**src/rtl/axis_elastic_fifo.sv**
```systemverilog
// AXI-Stream elastic FIFO: DEPTH-entry circular buffer with flush.
// Optional combinational bypass when empty: AXIS_ELASTIC_FIFO_BYPASS_EN.
module axis_elastic_fifo #(
  parameter int TDATA_WIDTH = 32,
  parameter int DEPTH       = 4
) (
  input  logic                         clk,
  input  logic                         rst,
  input  logic                         sif_tvalid,
  input  logic [TDATA_WIDTH-1:0]       sif_tdata,
  output logic                         sif_tready,
  output logic                         mif_tvalid,
  output logic [TDATA_WIDTH-1:0]       mif_tdata,
  input  logic                         mif_tready,
  input  logic                         invalidate,
  output logic [$clog2(DEPTH+1)-1:0]   count
);

  localparam int AW = $clog2(DEPTH);
  localparam int CW = $clog2(DEPTH+1);
  localparam logic [CW-1:0] FULL = CW'(DEPTH);

  logic [TDATA_WIDTH-1:0] mem_q [DEPTH];
  logic [AW-1:0]          wr_ptr_q, wr_ptr_d;
  logic [AW-1:0]          rd_ptr_q, rd_ptr_d;
  logic [CW-1:0]          count_q, count_d;
  logic                   empty;
  logic                   byp;
  logic                   push, pop;
  logic                   wr_en, rd_en;

  assign empty = (count_q == '0);
  assign count = count_q;

  // Handshake outputs; reset and flush both mask the interface.
  always_comb begin
    byp        = 1'b0;
    sif_tready = ~rst & ~invalidate & (count_q < FULL);
    mif_tvalid = ~rst & ~invalidate & ~empty;
    mif_tdata  = mem_q[rd_ptr_q];
`ifdef AXIS_ELASTIC_FIFO_BYPASS_EN
    if (empty && !invalidate && !rst) begin
      byp        = 1'b1;
      mif_tvalid = sif_tvalid;
      mif_tdata  = sif_tdata;
    end
`endif
    push = sif_tvalid & sif_tready;
    pop  = mif_tvalid & mif_tready;
  end

  // A bypassed beat taken downstream never touches storage.
  assign wr_en = push & ~(byp & mif_tready);
  assign rd_en = pop & ~byp;

  // Pointer and occupancy next state.
  always_comb begin
    wr_ptr_d = wr_ptr_q;
    rd_ptr_d = rd_ptr_q;
    count_d  = count_q;
    if (invalidate) begin
      wr_ptr_d = '0;
      rd_ptr_d = '0;
      count_d  = '0;
    end else begin
      if (wr_en) wr_ptr_d = wr_ptr_q + AW'(1);
      if (rd_en) rd_ptr_d = rd_ptr_q + AW'(1);
      unique case ({wr_en, rd_en})
        2'b10:   count_d = count_q + CW'(1);
        2'b01:   count_d = count_q - CW'(1);
        default: count_d = count_q;
      endcase
    end
  end

  // Control state registers.
  always_ff @(posedge clk or posedge rst) begin
    if (rst) begin
      wr_ptr_q <= '0;
      rd_ptr_q <= '0;
      count_q  <= '0;
    end else begin
      wr_ptr_q <= wr_ptr_d;
      rd_ptr_q <= rd_ptr_d;
      count_q  <= count_d;
    end
  end

  // Payload storage, intentionally not reset.
  always_ff @(posedge clk) begin
    if (wr_en) mem_q[wr_ptr_q] <= sif_tdata;
  end

endmodule

```
**config.mk**
```make
export PLATFORM = sky130hd
export DESIGN_NAME = axis_elastic_fifo
export DESIGN_NICKNAME = d
export VERILOG_FILES = /design/src/rtl/axis_elastic_fifo.sv
export SDC_FILE = /design/constraint.sdc
export NUM_CORES = 1
export LEC_CHECK = 0
export ABC_AREA = 1
export BUFFER_PORTS_ARGS = -buffer_cell sky130_fd_sc_hd__buf_2
export CAP_MARGIN = 20
export CORE_MARGIN = 2
export CORE_UTILIZATION = 30
export DETAILED_ROUTE_END_ITERATION = 10
export MAX_ROUTING_LAYER = met4
export PLACE_DENSITY = 0.55
export SLEW_MARGIN = 40
export SYNTH_ARGS = -nofsm -noshare
export SYNTH_HDL_FRONTEND = slang
export SYNTH_SLANG_ARGS = --single-unit
```
**constraint.sdc**
```tcl
create_clock -name clk -period 3.1 [get_ports clk]
set_input_delay 0.465 -clock clk [delete_from_list [all_inputs] [get_ports clk]]
set_output_delay 0.465 -clock clk [all_outputs]
set_load 0.03 [all_outputs]
```
==> flow_metrics.tcl, run 1 <==
set metrics [dict create \
    multi_input_area_mm2 0.001391 \
    drt_iter0_drc 118 \
    gp_congestion 0.7757 \
    fmax_mhz 391.8 \
    crit_family "buffers and inverters" \
    skew_ps 6.605 \
    clk_pin_slew_ps 60 \
    grt-ovfl-total 0 \
    m1WireLength_um 5106 \
    grt_pass1_vias 3402 \
    ys_seq_area_share_pct 71.81 \
    place_hpwl_um 6904 \
    tightest_slew_ps 654.9 \
    detailedRoute.firstPassIterationCount 4 \
    reg2reg_from "count[2]" \
    synth_cells 378 \
    critPathLaunchType "register" \
    numCtsBuffers 17 \
    endpoint_kind "primary output" \
    reg2reg_to "count[2]" \
    grt_max_degree 66 \
    die_w_um 140.6 \
    yosysTopAreaCellShare_pct 68.68 \
    status "complete, no violations" \
    synthTopCellsByArea "edfxtp_1 69%, o21ai_0 5.5%, o22ai_2 4.5%, nor2_4 4.2%, nor2_1 3.3%" \
    rsz0062_at_grt "no" \
    hold_depth 1 \
    fillers 1752 \
    register_area_mm2 0.004020 \
    p_seq_share_pct 43.4 \
    cts_tree "done" \
    postSynthAreaPerCell_um2 14.81 \
    p_leak_nw 2.374 \
    crit_path_max_fanout 65 \
    synth_nets 420 \
    io_buffers 73 \
    maxSlewViolCount 0 \
    final_nets 503 \
    rrSetupSlack_ps 1190 \
    io-pin-count 74 \
    grt_usage_pct 12.97 \
    syn-cell-area_mm2 0.005597 \
    switching_power_mw 1.287 \
    p_per_area_mw_per_mm2 691.2 \
    hold_viol_final 0 \
    grt_pass1_wl_um 18570 \
    whs_ps 261.6 \
    power_frac_comb_pct 16.2 \
    drv_cap 0 \
    cts_sinks 135 \
    ant_nets 0 \
    drive_gt1_share_pct 36.29 \
    insertion_delay_ps 420 \
    htree_levels 4 \
    synth_warnings 0 \
    power.share.switching_pct 27.39 \
    top_layer "met4" \
    root_buffer "clkbuf_16" \
    clockPowerShare_pct 40.4 \
    setup_viol 0 \
    holdCritPathClass "primary input to register" \
    ctsLongestPathBuffers 2 \
    cts_resized 0 \
    r2r_cells 12 \
    p_int_mw 3.411 \
    post_cts_buffers 0 \
    cp_cell_sequence "buf_4 > o21ai_0 > o22ai_1 > buf_2" \
    via_count 3305 \
    peakVddDrop_uv 359.0 \
    crit_buf_inv 2 \
    slew_headroom_pct 56.34 \
    fin_setup_tns_ps 0 \
    totalWireLength_um 11910 \
    detail_route.wl_per_cell_um 16.91 \
    initial_utilization_pct 30.84 \
    antenna_found_initial 1 \
    holdBufCountCts 1 \
    ys_ff_latch 135 \
    coreArea_mm2 0.01815 \
    hp-start "sif_tdata[12]" \
    setup.worst_path.class "register to primary output" \
    arrival_ps 2090 \
    period_share_pct 82.33 \
    yosys.area.top_type "edfxtp_1" \
    period_minus_slack_ps 2552 \
    routed_via_density 4.695 \
    dieArea_mm2 0.01976 \
    holdPathEnd "mem_q[3][12]" \
    wl_met3_um 436 \
    drc 0 \
    cp_data_required_time_ps 2630 \
    cp_slowest_cell "buf_4" \
    yosysUniqueCellTypes 27 \
    wl_met2_um 6151 \
    area_growth_pct 21.44 \
    fp.dieH_um 140.6 \
    max_stage_delay_ps 540 \
    rows 49 \
]
power by group through the flow:
stage                     registers (mW)  clock network (mW)  logic [mW]
final                               2.04                1.90       0.762
after global routing                2.04                2.03       0.821
after CTS                           2.04                1.94       0.779
after detailed placement            2.08                   0       0.778
after global placement              2.08                   0       0.763
after floorplan                     2.08                   0       0.546
cell type report:
type                    count  area share, %
multi-input cells         207          20.47
well taps                 229          4.216
inverters                  16          1.031
clock buffers              17          6.259
diodes                      1        0.03682
clock inverters            15          2.025
flip-flops and latches    135          59.15
repair buffers             84          6.811
worst register-to-register path: stages, from the launching register on:
cell and delay [ps]:
dfrtp_1 430, inv_2 110, nand3_4 190, nand3_4 190, inv_1 60, fa_1 390, inv_1 70, nand2_1 40
nand2_1 60, o21bai_1 100, nand2_1 60, nand2_1 50, nand2_1 50
Yosys cell counts:
master / instances
edfxtp_1: 128
nor2_1: 49
nand2_2: 2
inv_1: 10
nand4_1: 5
o22ai_1: 12
o21ai_0: 62
nand2_4: 2
nand3_2: 1
buf_6: 2
nand3_1: 2
fa_1: 1
ha_1: 4
a21oi_4: 1
o22ai_2: 20
inv_4: 2
nand3_4: 2
inv_2: 3
clkbuf_1: 9
o21ai_1: 6
buf_2: 6
dfrtp_1: 7
clkinv_4: 1
nor2_4: 21
buf_12: 3
nand2_1: 16
o21bai_1: 1
kinds of logic (layout without fill, tap and decap cells):
logic type / count (synthesis) / after routing / share of synthesized area, %
compound gates: 102 / 102 / 12.32
fa+ha+maj: 5 / 5 / 1.252
buf+inv: 36 / 132 / 3.868
flops: 135 / 135 / 71.81
other cells: 0 / 1 / 0
simple gates: 100 / 100 / 10.75
layout by cell type, fill, tap and decap left out, types with 2 or more instances in the layout:
master,netlist,routed
o21ai_1,6,6
nand2_1,16,16
nand3_1,2,2
o22ai_1,12,12
ha_1,4,4
buf_2,6,73
o21ai_0,62,62
nor2_1,49,45
bufinv_16,0,2
o22ai_2,20,20
edfxtp_1,128,128
nor2_4,21,25
dfrtp_1,7,6
nand4_1,5,5
clkinvlp_4,0,5
buf_4,0,9
inv_4,2,2
clkinv_1,0,3
inv_1,10,10
clkinv_4,1,2
inv_2,3,3
clkbuf_16,0,17
nand2_2,2,2
clkinv_2,0,4
nand3_4,2,2
nand2_4,2,2
per-stage QoR:
| stage | utilization [%] | cells | setup WS [ps] | power (mW) | area, um2 |
|---|---|---|---|---|---|
| global placement | 34.28 | 670 | 964.3 | 2.838 | 6221 |
| detailed placement | 34.28 | 670 | 944.9 | 2.854 | 6221 |
| finish | 37.45 | 704 | 547.8 | 4.698 | 6797 |
| floorplan | - | 378 | 511.1 | 2.629 | 5597 |
| CTS | 37.44 | 703 | 488.8 | 4.759 | 6794 |
| global route | 37.45 | 704 | 400.9 | 4.893 | 6797 |
routing by layer:
layer  vias to the layer above  global-route usage (%)
met5                         -                       -
met4                         0                   5.368
met3                        15                   3.431
met2                        62                   22.16
met1                      1662                   14.50
li1                       1566                       -
flip-flops by register name (all words and copies together), names as in the netlist:
register / count
count: 3
mem_q: 128
rd_ptr_q: 2
wr_ptr_q: 2
how the worst max path moves through the flow:
stage                start            to  slack (ps)  cells past startpoint
2_1_floorplan     count[2]   mem_q[0][0]         510                      3
3_3_place_gp    invalidate      count[2]         960                     13
3_5_place_dp   rd_ptr_q[0]  mif_tdata[1]         940                      4
4_1_cts        rd_ptr_q[0]  mif_tdata[1]         490                      4
5_1_grt        rd_ptr_q[0]  mif_tdata[1]         400                      4
6_report       rd_ptr_q[0]  mif_tdata[1]         550                      4
(Power assumes the default switching activity.)
==> run 2: changes to the inputs <==
--- a/config.mk
+++ b/config.mk
@@ -12,7 +12,7 @@
 export CORE_UTILIZATION = 30
 export DETAILED_ROUTE_END_ITERATION = 10
 export MAX_ROUTING_LAYER = met4
-export PLACE_DENSITY = 0.55
+export PLACE_DENSITY = 0.57
 export SLEW_MARGIN = 40
 export SYNTH_ARGS = -nofsm -noshare
 export SYNTH_HDL_FRONTEND = slang
==> constraint.sdc (replaced) <==
create_clock -name clk -period 2.2 [get_ports clk]
set_input_delay 0.33 -clock clk [delete_from_list [all_inputs] [get_ports clk]]
set_output_delay 0.33 -clock clk [all_outputs]
set_load 0.03 [all_outputs]
==> run 2 against run 1 <==
- via count is 1.1% higher
- clock skew is 1.4 ps higher
- cell count is 0.85% higher
- non-clock buffer count is 6 higher
- clock power is 31% higher
- critical path depth is 1 higher
- count of clock-buffer cells in the layout is 3 higher
- final area is 1.7% higher
- combinational power is 48% higher
- largest power group unchanged
==> flow_metrics.tcl, run 2 (same netlist as run 1, synthesis figures left out) <==
set metrics [dict create \
    switching_power_mw 1.758 \
    coreArea_mm2 0.01815 \
    die_w_um 140.6 \
    setup_viol 0 \
    via_count 3341 \
    detailedRoute.firstPassIterationCount 4 \
    reg2reg_to "count[2]" \
    io-pin-count 74 \
    status "complete, no violations" \
    slew_headroom_pct 82.73 \
    insertion_delay_ps 410 \
    period_minus_slack_ps 2086 \
    grt_pass1_wl_um 18320 \
    dieArea_mm2 0.01976 \
    power.share.switching_pct 27.11 \
    mostFrequentLayoutCells "128 x edfxtp_1, 72 x buf_2, 62 x o21ai_0" \
    drt_iter0_drc 153 \
    root_buffer "clkbuf_16" \
    endpoint_kind "primary output" \
    p_int_mw 4.726 \
    cp_data_required_time_ps 1870 \
    rrSetupSlack_ps 320 \
    period_share_pct 94.80 \
    numCtsBuffers 17 \
    htree_levels 4 \
    ant_nets 0 \
    maxSlewViolCount 0 \
    largest_reg_flops 128 \
    power_frac_comb_pct 17.4 \
    setup.worst_path.class "register to primary output" \
    rsz0062_at_grt "yes" \
    rows 49 \
    hold_viol_final 0 \
    grt_pass1_vias 3324 \
    drive_gt1_share_pct 35.83 \
    p_seq_share_pct 44.4 \
    stdcell_area_mm2 0.006914 \
    holdCritPathClass "primary input to register" \
    grt_max_degree 35 \
    reg2reg_from "count[1]" \
    drc 0 \
    placed_cell_area_mm2 0.006354 \
    final_common_cell "edfxtp_1" \
    hp-start "sif_tdata[12]" \
    detail_route.wl_per_cell_um 16.77 \
    fp.dieH_um 140.6 \
    io_buffers 73 \
    totalWireLength_um 11910 \
    p_per_area_mw_per_mm2 937.8 \
    holdPathEnd "mem_q[1][12]" \
    skew_ps 8.025 \
    grt-ovfl-total 0 \
    area_growth_pct 23.54 \
    p_leak_nw 2.426 \
    post_cts_buffers 0 \
    hold_depth 1 \
    largest_register "mem_q" \
    arrival_ps 1760 \
    grt_usage_pct 12.86 \
    place_hpwl_um 7343 \
    fmax_mhz 479.5 \
    clk_pin_slew_ps 60 \
    ctsLongestPathBuffers 2 \
    routed_via_density 4.706 \
    gp_congestion 0.7001 \
    clockPowerShare_pct 38.2 \
    tightest_slew_ps 256.4 \
    crit_path_max_fanout 26 \
    initial_utilization_pct 30.84 \
    drv_cap 0 \
    whs_ps 134.8 \
    antenna_found_initial 1 \
    critPathLaunchType "register" \
    final_nets 509 \
    cts_sinks 135 \
    cts_tree "done" \
    peakVddDrop_uv 516.2 \
    r2r_cells 12 \
]
## run 2: cell types whose count changed in the layout (fill, tap and decap cells not counted), moves of 3 or more
cell / before / now
clkbuf_1: 0 / 3
clkinvlp_4: 5 / 2
buf_12: 1 / 8
clkinv_1: 3 / 6
buf_4: 9 / 6
## run 2: power by group through the flow
stage / Combinational, mW / Sequential (mW) / Clock, mW
global placement: 1.11 / 2.93 / 0
CTS: 1.14 / 2.88 / 2.55
floorplan: 0.769 / 2.94 / 0
detailed placement: 1.14 / 2.93 / 0
finish: 1.13 / 2.88 / 2.48
global route: 1.22 / 2.88 / 2.66
## run 2: metal layers
metal	vias to the layer above	part of all wire (%)	wire length (um)	track usage, %
met4	0	1.5	173	4.632
met3	13	4.4	523	3.363
met5	-	0	0	-
met1	1661	44	5236	15.12
li1	1585	-	-	-
met2	82	50	5975	21.47
## run 2: cell type report
type / count / area (um2)
multi-input cells: 207 / 1391
clock buffers: 20 / 436.7
inverters: 16 / 77.57
fillers: 1717 / 11230
diodes: 1 / 2.502
well taps: 229 / 286.5
clock inverters: 12 / 86.33
repair buffers: 90 / 613.1
flip-flops and latches: 135 / 4020
## run 2: worst max-delay path by stage
stage                    endpoint  slack [ps]  depth (start not counted)         from
floorplan             mem_q[0][0]        -390                          3     count[2]
global placement         count[2]         370                         13   invalidate
detailed placement       count[2]         330                         12     count[1]
CTS                 mif_tdata[30]           8                          4  rd_ptr_q[0]
global route        mif_tdata[25]         -10                          4  rd_ptr_q[0]
finish              mif_tdata[25]         110                          5  rd_ptr_q[1]
## run 2: repair_timing
action | 4_1_cts | 5_1_grt
setup endpoints to repair | 4 | 18
pin swaps | 0 | 1
resized for setup | 2 | 7
hold endpoints to repair | 7 | 0
hold buffers | 1 | 0
## run 2: critical path, cell delays in order (launching register included)
cell and delay (ps):
dfrtp_1 430, inv_4 140, buf_12 190, o21ai_0 120, o22ai_1 200, buf_2 250
## run 2: stage by stage
step | setup slack [ps] | TNS, ps | utilization (%) | power (mW) | std cells
floorplan | -388.9 | -49790 | - | 3.705 | 378
global placement | 371.4 | 0 | 35.01 | 4.037 | 676
detailed placement | 325.1 | 0 | 35.01 | 4.062 | 676
CTS | 7.748 | 0 | 37.98 | 6.569 | 709
global route | -13.45 | -25.65 | 38.10 | 6.763 | 710
finish | 114.5 | 0 | 38.10 | 6.484 | 710
==> run 3: changes to the inputs <==
--- a/config.mk
+++ b/config.mk
@@ -13,6 +13,7 @@
 export DETAILED_ROUTE_END_ITERATION = 10
 export MAX_ROUTING_LAYER = met4
 export PLACE_DENSITY = 0.57
+export SKIP_LAST_GASP = 1
 export SLEW_MARGIN = 40
 export SYNTH_ARGS = -nofsm -noshare
 export SYNTH_HDL_FRONTEND = slang
==> constraint.sdc (replaced) <==
create_clock -name clk -period 2.2 [get_ports clk]
set_input_delay 0.33 -clock clk [delete_from_list [all_inputs] [get_ports clk]]
set_output_delay 0.33 -clock clk [all_outputs]
set_load 0.05 [all_outputs]
==> run 3 against run 2 <==
- sequential share of layout area shrank 0.83 points
- clock power grew 8.5%
- global-route usage increased by 0.28 points
- clock skew increased by 3.5 ps
- non-clock buffer count rose by 3
- critical path depth is the same
- sequential power about the same
- final area is 1.4% higher
- combinational power increased by 22%
- cell count grew 0.42%
- register-to-register slack about the same
- fmax is 3.1% lower
- critical path type unchanged
- critical endpoint is now mif_tdata[6]
==> flow_metrics.tcl, run 3 (same netlist as run 1, synthesis figures left out) <==
set metrics [dict create \
    skew_ps 11.48 \
    totalWireLength_um 12420 \
    peakVddDrop_uv 543.0 \
    top_layer "met4" \
    final_common_cell "edfxtp_1" \
    stdcell_area_mm2 0.007014 \
    insertion_delay_ps 420 \
    place_hpwl_um 7136 \
    ant_nets 0 \
    placed_cell_area_mm2 0.006361 \
    placed_cells 677 \
    endpoint_kind "primary output" \
    wl_met2_um 6316 \
    cp_data_required_time_ps 1870 \
    drv_cap 0 \
    setup_viol 0 \
    p_leak_nw 2.461 \
    largest_register "mem_q" \
    cp_cell_sequence "buf_12 > clkbuf_16 > o21ai_0 > o22ai_2 > buf_2" \
    power_mw 6.951 \
    period_share_pct 97.83 \
    gp_congestion 0.6993 \
    largest_reg_flops 128 \
    slew_headroom_pct 83.28 \
    arrival_ps 1820 \
    setup.worst_path.class "register to primary output" \
    mostFrequentLayoutCells "128 x edfxtp_1, 67 x buf_2, 56 x o21ai_0" \
    clk_pin_slew_ps 60 \
    status "complete, no violations" \
    cts_sinks 135 \
    rows 49 \
    coreArea_mm2 0.01815 \
    numCtsBuffers 17 \
    grt_pass1_vias 3518 \
    fmax_mhz 464.6 \
    cp_slowest_cell "dfrtp_2" \
    area_growth_pct 25.33 \
    via_count 3413 \
    grt_usage_pct 13.14 \
    holdCritPathClass "primary input to register" \
    wl_met3_um 723 \
    m1WireLength_um 5254 \
    detail_route.wl_per_cell_um 17.42 \
    tightest_slew_ps 248.2 \
    routed_via_density 4.787 \
    rsz0062_at_grt "yes" \
    io_buffers 73 \
    dieArea_mm2 0.01976 \
    initial_utilization_pct 30.84 \
    crit_buf_inv 3 \
    max_stage_delay_ps 480 \
    crit_path_max_fanout 32 \
    grt-ovfl-total 0 \
    grt_pass1_wl_um 18820 \
    drive_gt1_share_pct 38.10 \
    htree_levels 4 \
    root_buffer "clkbuf_16" \
    fin_cells 713 \
    ctsLongestPathBuffers 2 \
    period_minus_slack_ps 2152 \
    antenna_found_initial 0 \
    grt_max_degree 66 \
    maxSlewViolCount 0 \
    drt_iter0_drc 205 \
    die_w_um 140.6 \
    cts_tree "done" \
    critPathLaunchType "register" \
    final_nets 512 \
    p_per_area_mw_per_mm2 991.0 \
    fp.dieH_um 140.6 \
    crit_family "buffers and inverters" \
    io-pin-count 74 \
    detailedRoute.firstPassIterationCount 4 \
    hold_viol_final 0 \
    drc 0 \
]
run 3: changes by cell type in the layout (fill, tap and decap cells not counted), moves of 2 or more:
cell / change
buf_2: -5
buf_4: +8
buf_6: -2
clkbuf_1: -3
clkinv_1: -6
clkinv_2: -2
clkinvlp_4: +4
inv_6: +6
o21ai_0: -6
o21ai_1: +6
run 3: power breakdown:
part | leakage [nW] | switching, mW | internal, mW | total (mW)
clock | 0.260 | 1.12 | 1.58 | 2.69
sequential | 1.25 | 0.0244 | 2.85 | 2.88
combinational | 0.952 | 1.00 | 0.377 | 1.38
run 3: final timing paths:
path                               startpoint            to  slack [ps]  cells after the start
worst max register to register       count[2]      count[2]         320                     12
worst min register to register       count[1]      count[1]         610                      2
min in group asynchronous                 rst      count[2]         400                      3
worst min-delay path            sif_tdata[17]  mem_q[0][17]         130                      1
max in group asynchronous                 rst   rd_ptr_q[0]        1630                      3
worst max-delay path              rd_ptr_q[0]  mif_tdata[6]          50                      5
run 3: area by class of cell:
type | instances | area (um2)
clock inverters | 15 | 145.1
multi-input cells | 207 | 1391
repair buffers | 93 | 663.1
fillers | 1670 | 11130
flip-flops and latches | 135 | 4020
clock buffers | 17 | 425.4
inverters | 16 | 80.08
well taps | 229 | 286.5
diodes | 1 | 2.502
run 3: repair_timing:
item	4_1_cts	5_1_grt
setup buffers	0	1
hold buffers	1	0
endpoints found under the setup margin	14	19
resized for setup	5	11
hold endpoints to repair	7	0
cloned	0	1
run 3: through the flow:
step / util [%] / setup TNS [ps] / hold slack, ps / worst slack [ps]
floorplan: - / -63480 / 103.4 / -496.0
global placement: 35.05 / 0 / 264.9 / 391.2
detailed placement: 35.05 / 0 / 264.7 / 328.5
CTS: 38.32 / 0 / 106.7 / 9.701
global route: 38.64 / -25.73 / 114.0 / -25.16
finish: 38.65 / 0 / 127.2 / 47.72
run 3: routing by layer:
layer / up-vias / global-route usage, %
li1: 1586 / -
met1: 1724 / 14.72
met2: 92 / 22.11
met3: 11 / 4.620
met4: 0 / 4.263
met5: - / -
